**src/rtl/loop_stack_if.sv**
```systemverilog
// ============================================================================
// Module   : loop_stack_if
// Purpose  : Command/status bundle between the control unit and loop_stack.
// Revision : 1.0 - initial release
// ============================================================================
`default_nettype none

interface loop_stack_if #(
   parameter int DEPTH = 4,
   parameter int WIDTH = 16
);
   logic             push;
   logic             pop;
   logic [WIDTH-1:0] wd;
   logic [WIDTH-1:0] top;
   logic [DEPTH:0]   count;
   logic             empty;
   logic             full;
   logic             err;

   modport master (
      output push, pop, wd,
      input  top, count, empty, full, err
   );

   modport slave (
      input  push, pop, wd,
      output top, count, empty, full, err
   );
endinterface

`default_nettype wire

```
**src/rtl/loop_stack.sv**
```systemverilog
// ============================================================================
// Module   : loop_stack
// Purpose  : Self-managing LIFO of loop-start PCs with push/pop/replace.
//            Optional sticky error flag enabled by macro LOOP_STACK_ERR_EN.
// Revision : 1.0 - initial release
// ============================================================================
`default_nettype none

module loop_stack #(
   parameter int DEPTH = 4,
   parameter int WIDTH = 16
) (
   input  wire          clk,
   input  wire          reset,
   loop_stack_if.slave  bus
);
   localparam int             c_ENTRIES = 2 ** DEPTH;
   localparam logic [DEPTH:0] c_ONE     = {{DEPTH{1'b0}}, 1'b1};
   localparam logic [DEPTH:0] c_CAP     = {1'b1, {DEPTH{1'b0}}};

   logic [DEPTH:0]       sp_q;
   logic [DEPTH:0]       sp_d;
   logic [DEPTH:0]       w_sp_m1;
   logic [WIDTH-1:0]     store_q [0:c_ENTRIES-1];
   logic                 w_we;
   logic [DEPTH-1:0]     w_waddr;
   logic                 w_empty;
   logic                 w_full;

   assign w_empty = (sp_q == '0);
   assign w_full  = (sp_q == c_CAP);
   assign w_sp_m1 = sp_q - c_ONE;

   always_comb begin
      sp_d    = sp_q;
      w_we    = 1'b0;
      w_waddr = sp_q[DEPTH-1:0];
      unique case ({bus.push, bus.pop})
         2'b10: begin
            if (!w_full) begin
               w_we = 1'b1;
               sp_d = sp_q + c_ONE;
            end
         end
         2'b01: begin
            if (!w_empty) begin
               sp_d = w_sp_m1;
            end
         end
         2'b11: begin
            // Replace on a non-empty stack; on an empty one it degrades to a push at 0.
            w_we = 1'b1;
            if (!w_empty) begin
               w_waddr = w_sp_m1[DEPTH-1:0];
            end else begin
               w_waddr = '0;
               sp_d    = c_ONE;
            end
         end
         default: ;
      endcase
   end

   always_ff @(posedge clk) begin
      if (reset) begin
         sp_q <= '0;
      end else begin
         sp_q <= sp_d;
      end
   end

   always_ff @(posedge clk) begin
      if (w_we && !reset) begin
         store_q[w_waddr] <= bus.wd;
      end
   end

   assign bus.top   = w_empty ? '0 : store_q[w_sp_m1[DEPTH-1:0]];
   assign bus.count = sp_q;
   assign bus.empty = w_empty;
   assign bus.full  = w_full;

`ifdef LOOP_STACK_ERR_EN
   logic err_q;
   logic w_illegal;

   assign w_illegal = (bus.push && !bus.pop && w_full) ||
                      (!bus.push && bus.pop && w_empty);

   always_ff @(posedge clk) begin
      if (reset) begin
         err_q <= 1'b0;
      end else if (w_illegal) begin
         err_q <= 1'b1;
      end
   end

   assign bus.err = err_q;
`else
   assign bus.err = 1'b0;
`endif

endmodule

`default_nettype wire

```
**src/flat_wrapper.sv**
```systemverilog
// flat-port wrapper written by rule: the top's interface ports become plain ports
module loop_stack_flat 
#(
   parameter int DEPTH = 4,
   parameter int WIDTH = 16
)
  (clk, reset, bus_push, bus_pop, bus_wd, bus_top, bus_count, bus_empty, bus_full, bus_err);
  loop_stack_if #(.DEPTH(DEPTH), .WIDTH(WIDTH)) bus_i ();
  input  wire clk;
  input  wire reset;
  input wire logic [$bits(bus_i.push)-1:0] bus_push;
  input wire logic [$bits(bus_i.pop)-1:0] bus_pop;
  input wire logic [$bits(bus_i.wd)-1:0] bus_wd;
  output wire logic [$bits(bus_i.top)-1:0] bus_top;
  output wire logic [$bits(bus_i.count)-1:0] bus_count;
  output wire logic [$bits(bus_i.empty)-1:0] bus_empty;
  output wire logic [$bits(bus_i.full)-1:0] bus_full;
  output wire logic [$bits(bus_i.err)-1:0] bus_err;
  assign bus_i.push = bus_push;
  assign bus_i.pop = bus_pop;
  assign bus_i.wd = bus_wd;
  assign bus_top = bus_i.top;
  assign bus_count = bus_i.count;
  assign bus_empty = bus_i.empty;
  assign bus_full = bus_i.full;
  assign bus_err = bus_i.err;
  loop_stack #(.DEPTH(DEPTH), .WIDTH(WIDTH)) u_core (.clk(clk), .reset(reset), .bus(bus_i));
endmodule
```
**config.mk**
```make
export PLATFORM = sky130hd
export DESIGN_NAME = loop_stack_flat
export DESIGN_NICKNAME = d
export VERILOG_FILES = /design/src/rtl/loop_stack_if.sv /design/src/rtl/loop_stack.sv /design/src/flat_wrapper.sv
export SDC_FILE = /design/constraint.sdc
export NUM_CORES = 1
export LEC_CHECK = 0
export ABC_AREA = 1
export CAP_MARGIN = 10
export CORE_MARGIN = 3
export CORE_UTILIZATION = 60
export CTS_CLUSTER_SIZE = 20
export DETAILED_ROUTE_END_ITERATION = 10
export PLACE_DENSITY = 0.79
export REMOVE_ABC_BUFFERS = 1
export SLEW_MARGIN = 20
export SYNTH_ARGS = -nofsm -noshare
export SYNTH_HDL_FRONTEND = slang
export SYNTH_SLANG_ARGS = --single-unit
```
**constraint.sdc**
```tcl
create_clock -name clk -period 6.6 [get_ports clk]
set_input_delay 1.32 -clock clk [delete_from_list [all_inputs] [get_ports clk]]
set_output_delay 1.32 -clock clk [all_outputs]
set_load 0.01 [all_outputs]
```
## After elaboration in Yosys (flattened, before gate mapping)

Memories as Yosys holds them, arrays and structs flattened.
Index checks and enable logic that the tools add are counted.

| operators by class | value |
|---|---|
| $add $sub $neg | 2 |
| equal/unequal tests | 7 |
| multiplexer cells | 11 |
| reductions and logical operators | 5 |

Operators with widths:

| cell | number |
|---|---|
| 16-bit 2-to-1 mux | 1 |
| 5-bit 2-to-1 mux | 3 |
| 5-bit one-hot mux with 3 select lines | 1 |
| 4-bit 2-to-1 mux | 2 |
| 5-bit by 1-bit adder with 5-bit output (second input constant) | 1 |
| 5-bit equality test (second input constant) | 1 |
| 5-bit zero test | 1 |
| 5-bit by 1-bit subtractor with 5-bit output (second input constant) | 1 |
| 2-bit equality test (second input constant) | 2 |
| 2-bit inequality test (second input constant) | 2 |
| 4-bit AND reduction | 1 |
| 1-bit 2-to-1 mux | 3 |
| 3-bit nonzero test | 1 |
| 2-bit by 1-bit equality test with 1-bit output (second input constant) | 1 |
| 2-bit by 1-bit inequality test with 1-bit output (second input constant) | 1 |
| 1-bit one-hot mux with 2 select lines | 1 |
| 1-bit logical AND | 1 |
| 1-bit zero test | 1 |

| storage, ports and cells | value |
|---|---|
| bits in registers | 5 |
| bits in writable memories | 256 |
| input bits | 20 |
| output and inout bits | 24 |
| memories | 1 |

Memory list:

| memory | words | bits a word | rd ports | clocked after Yosys merged registers in | write ports | RTL line | RTL |
|---|---|---|---|---|---|---|---|
| u_core.store_q | 16 | 16 | 1 | 0 | 1 | loop_stack.sv:24 | `logic [WIDTH-1:0] store_q [0:c_ENTRIES-1];` |

## Longest topological paths before layout

| depth | value |
|---|---|
| depth after elaboration | 6 |
| mapped depth | 13 |
| mapped depth without buffers | 9 |

## Least setup slack after synthesis

Ideal clock, no wire load.

| path | value |
|---|---|
| path kind | register to output |
| start | register u_core.sp_q[0], in the netlist u_core.bus.count[0] |
| end | output bus_top[14] |
| arrival time | 2.182 ns |
| path slack | 3.098 ns |
| stages on the path, launching flop included | 13 |
| cells stage by stage | dfxtp_1 > buf_2 > inv_2 > buf_4 > buf_2 > ha_1 > buf_2 > clkinv_1 > clkbuf_1 > nand3_1 > nand3_1 > nand3_1 > a21oi_1 |

| between the ends | value |
|---|---|
| word-level cells in the longest chain between the ends | 3 |
| elaborated cells between the ends (all ways) | 4 |
| classes of those cells | add/sub (1); mux (1); reduce/logical (1); memory (1) |

Ends and longest elaborated chain:

| what | RTL line | RTL |
|---|---|---|
| start: declaration | loop_stack.sv:21 | `logic [DEPTH:0] sp_q;` |
| start signal: assignment | loop_stack.sv:68 | `sp_q <= sp_d;` |
| 5-bit by 1-bit subtractor with 5-bit output | loop_stack.sv:32 | `assign w_sp_m1 = sp_q - c_ONE;` |
| memory 16 x 16 bit | - |  |
| 16-bit 2-to-1 mux * | loop_stack.sv:78 | `assign bus.top = w_empty ? '0 : store_q[w_sp_m1[DEPTH-1:0]];` |
| end: declaration | flat_wrapper.sv:14 | `output wire logic [$bits(bus_i.top)-1:0] bus_top;` |

Mark *: on every way between the ends. The rest lies on a longest branch, timed or not.

## Worst setup path after layout

| path | value |
|---|---|
| start | register u_core.sp_q[0], in the netlist u_core.bus.count[0] |
| end | output bus_top[13] |

The elaborated chain is that of the path after synthesis.

==> impl_summary.txt <==
----------------------------------------------------
[Run status]
  Status ... finished clean

[Worst setup path]
  Crit. End Element ... output port
  Longest individual stage delay on the worst path ... 800 ps
  Critical path data arrival time ... 4470 ps
  Critical path peak fanout ... between 60 and 70
  Crit path buf inv count ... 4
  Worst path top cell family by delay ... buffers and inverters
  Cell repeated most along the worst path ... sky130_fd_sc_hd__nand3_1
  CP cell instances ... inv_4 > ha_2 > clkinv_1 > buf_4 > nand3_1 > nand3_1 > nand3_1 > nand2_1 > nor2_1 > clkdlybuf4s50_1
  Startpoint-to-endpoint class of the critical path ... flip-flop to output port
  Cell at the slowest stage of the critical path ... sky130_fd_sc_hd__clkinv_1
  Worst setup SP type ... flip-flop
  Req. time, crit path ... 5280 ps

[Die]
  Die outline area ... slightly below 0.02 mm^2
  Die width ... 141 um
  Height of the die ... 141 um
  Boundary Pins ... 44
  Initial Utilization ... 0.621
  Core region area ... about 0.018 mm^2
  Site row count ... 48

[STA]
  Number of failing hold endpoints at the final stage ... 0
  Max-slew violation count ... 0
  Layout Skew ... 16.1 ps
  Final worst setup slack ... roughly 810 ps
  Upper clock frequency limit ... 173 MHz
  Min Clock Period, post-route ... 5790 ps
  RSZ-0062 raised after global routing ... false
  Rel. slew slack ... 0.216
  Final-report setup violation count ... 0
  Final Cycle Share ... 0.878
  Slew of the pin with the lowest slew margin ... 1180 ps

[CTS]
  Clock Tree Buf Depth ... 3
  Number of gates resized after CTS ... 0
  Clock slew at reported path FFs ... around 60 ps
  Clock tree from TritonCTS ... yes
  Total clock buffers created by CTS ... 26
  Cell chosen for the clock root ... sky130_fd_sc_hd__clkbuf_16
  Clock insertion delay at the later pin of the skew report ... around 540 ps
  Post-CTS Setup Inserts ... 0
  Level count of the clock H-tree ... 1
  Sink Count ... 261
  Cts hold-fix bufs ... 0

[Pwr]
  Share of power burned in combinational logic ... 0.295
  Switching power of the nets ... 0.00161 W
  Internal power component ... approximately 0.0034 W
  Leakage dissipation ... 4.52 nW
  Part of the power in the clock network ... 0.315
  Areal power density over the cells ... 400 mW/mm^2
  Switching part of the total ... 0.325
  Reg power frac ... 0.390
  Worst vdd ir ... 0.497 mV
  Overall power ... 0.00496 W

[Placed design]
  Worst Setup Slack post-DPL ... about 1400 ps
  Placement Cell Area ... 0.0115 mm^2
  Total of buffers placed on input and output ports ... 42
  Final weighted congestion of routability-driven global placement ... 0.783
  HPWL after detailed placement ... 13100 um

[Logic synthesis]
  Post-synthesis instance total ... 970
  Post-synth ARST share ... 0
  Number of unique standard cell types used by synthesis ... 26
  Post-synthesis share of cell area spent on xor and xnor gates ... 0.00391
  Flops & latches, synth ... about 260
  Sequential area share after synthesis ... 0.716
  Post-synth EDFFs ... 256
  Compound-cell area share of the yosys netlist ... 0.0204
  Synthesis Warnings ... 0
  Total standard cell area after synthesis ... roughly 0.011 mm^2
  Largest family of logic cells by synthesized area ... simple AND/OR/NAND/NOR gates
  Portion of netlist area occupied by mux cells ... 0
  Post-synthesis share of cell area spent on and, or, nand and nor gates ... 0.223
  Top FF cell, synth ... sky130_fd_sc_hd__edfxtp_1
  Synthesized-area fraction occupied by adder cells ... 0.00345
  Mean instance size in the synthesized netlist ... 11.2 um^2

[Global route]
  GRT Total Usage ... 0.252
  Pin count of the biggest net entering global routing ... 95
  Aggregate global routing overflow ... 0
  Wire length of the first global-routing pass ... 38800 um
  Antenna violations before repair ... 0
  Number of global-route vias before repair ... 6946

[Route]
  Total vias in the final route ... around 7400
  1st-iter DRT viols ... 979
  Number of iterations in the first detailed-routing pass ... 5
  Drt via density ... 5.98
  # DRC ... 0
  Aggregate routed wire length ... roughly 25000 um
  Average detailed-routed wire length per instance ... 20.3 um
  Post-DRT Antenna Nets ... 0

[Layout]
  Proportion of layout cells with a drive suffix above 1 ... 0.0776
  Number of diodes added for antenna fixing ... 0
  Layout-stage area growth over the synthesis result ... 14.1%
  Net count reported at finish ... 1021
  Post-layout instance area ... 0.0124 mm^2

[Run]
  Number of maximum-capacitance constraint violations ... 0

[Hold path]
  Type of the tightest min-delay check ... flip-flop to flip-flop

----------------------------------------------------
==> kinds of logic (layout without fill, tap and decap cells) <==
| family | Yosys count | after routing |
|---|---|---|
| and+or+nand+nor | 580 | 580 |
| DFF | 261 | 261 |
| buffers and inverters | 78 | 126 |
| AOI/OAI and AO/OA | 43 | 43 |
| xor gates and xnor gates | 4 | 4 |
| adders and majority gates | 3 | 3 |
| other | 1 | 1 |
==> final timing paths <==
check | cells past startpoint | start | endpoint | slack (ps)
worst min register to register | 2 | u_core.bus.count[1]$_SDFFE_PP0P_ | u_core.bus.count[1]$_SDFFE_PP0P_ | 560
worst max-delay path | 10 | u_core.bus.count[0]$_SDFFE_PP0P_ | bus_top[13] | 810
worst max register to register | 6 | u_core.bus.count[0]$_SDFFE_PP0P_ | u_core.store_q[0][6]$_DFFE_PP_ | 2220
worst min-delay path | 2 | u_core.bus.count[1]$_SDFFE_PP0P_ | u_core.bus.count[1]$_SDFFE_PP0P_ | 560
==> layer usage <==
| layer | GRT usage | vias to the layer above | share of wire |
|---|---|---|---|
| met1 | 0.368 | 3492 | 0.40 |
| li1 | - | 3411 | - |
| met2 | 0.397 | 464 | 0.47 |
| met3 | 0.0390 | 64 | 0.10 |
| met4 | 0.0796 | 0 | 0.030 |
| met5 | 0 | - | 0 |
==> cells in the final DEF (no fill, tap or decap), types with 2 or more instances in the layout <==
master,Yosys,routed
sky130_fd_sc_hd__nand2_1,330,330
sky130_fd_sc_hd__edfxtp_1,256,256
sky130_fd_sc_hd__nand3_1,183,182
sky130_fd_sc_hd__nor2_1,61,45
sky130_fd_sc_hd__clkdlybuf4s50_1,0,42
sky130_fd_sc_hd__a21oi_1,34,34
sky130_fd_sc_hd__clkbuf_16,0,26
sky130_fd_sc_hd__inv_1,21,21
sky130_fd_sc_hd__buf_4,5,13
sky130_fd_sc_hd__nor2_2,1,12
sky130_fd_sc_hd__clkinv_1,1,9
sky130_fd_sc_hd__nor2_4,1,6
sky130_fd_sc_hd__o21ai_0,6,6
sky130_fd_sc_hd__bufinv_16,0,6
sky130_fd_sc_hd__clkinv_2,0,4
sky130_fd_sc_hd__dfxtp_1,5,4
sky130_fd_sc_hd__nand4_1,2,2
sky130_fd_sc_hd__nand2_2,2,2
sky130_fd_sc_hd__o22ai_1,2,2
sky130_fd_sc_hd__ha_1,3,2
==> tightest hold or removal path, cell delays in order (launching register included) <==
cell	delay, ps
sky130_fd_sc_hd__dfxtp_1	350
sky130_fd_sc_hd__nor2_1	110
sky130_fd_sc_hd__nor2_1	50
==> synthesized netlist by cell type (2+ instances only) <==
cell type | count | area (um^2)
sky130_fd_sc_hd__nand2_1 | 330 | 1240
sky130_fd_sc_hd__edfxtp_1 | 256 | 7690
sky130_fd_sc_hd__nand3_1 | 183 | 916
sky130_fd_sc_hd__nor2_1 | 61 | 229
sky130_fd_sc_hd__a21oi_1 | 34 | 170
sky130_fd_sc_hd__buf_2 | 29 | 145
sky130_fd_sc_hd__inv_1 | 21 | 78.8
sky130_fd_sc_hd__clkbuf_1 | 17 | 63.8
sky130_fd_sc_hd__o21ai_0 | 6 | 30.0
sky130_fd_sc_hd__buf_4 | 5 | 37.5
sky130_fd_sc_hd__dfxtp_1 | 5 | 100
sky130_fd_sc_hd__ha_1 | 3 | 37.5
sky130_fd_sc_hd__buf_1 | 2 | 7.51
sky130_fd_sc_hd__buf_6 | 2 | 22.5
sky130_fd_sc_hd__nand2_2 | 2 | 12.5
sky130_fd_sc_hd__nand4_1 | 2 | 12.5
sky130_fd_sc_hd__o22ai_1 | 2 | 12.5
sky130_fd_sc_hd__xnor2_1 | 2 | 17.5
==> layout make-up <==
| class | count | area [um^2] |
|---|---|---|
| tap | 225 | 282 |
| inverter | 23 | 88.8 |
| clock buffer | 27 | 654 |
| sequential | 261 | 7790 |
| fill | 1194 | 5120 |
| timing repair buffer | 55 | 518 |
| clock inverter | 21 | 263 |
| multi-input combinational | 631 | 2820 |
==> power groups by stage <==
| stage | clock network (W) | logic (W) | registers (W) |
|---|---|---|---|
| 2_1_floorplan | 0 | 0.000840 | 0.00198 |
| 3_3_place_gp | 0 | 0.00142 | 0.00197 |
| 3_5_place_dp | 0 | 0.00144 | 0.00197 |
| 4_1_cts | 0.00158 | 0.00146 | 0.00194 |
| 5_1_grt | 0.00164 | 0.00161 | 0.00194 |
| 6_report | 0.00156 | 0.00146 | 0.00194 |
==> flip-flops by register name, summed over array words and instances, names as in the netlist <==
signal            cells
u_core.store_q      256
u_core.bus.count      5
==> through the flow <==
step	instances	TNS, ps	hold slack [ps]	utilization
6_report	1243	0	557	0.708
3_5_place_dp	1195	0	549	0.655
5_1_grt	1243	0	593	0.708
2_1_floorplan	915	-387080	547	-
4_1_cts	1243	0	556	0.708
3_3_place_gp	1195	0	535	0.654
No activity file was read; power rests on OpenSTA's default activity.
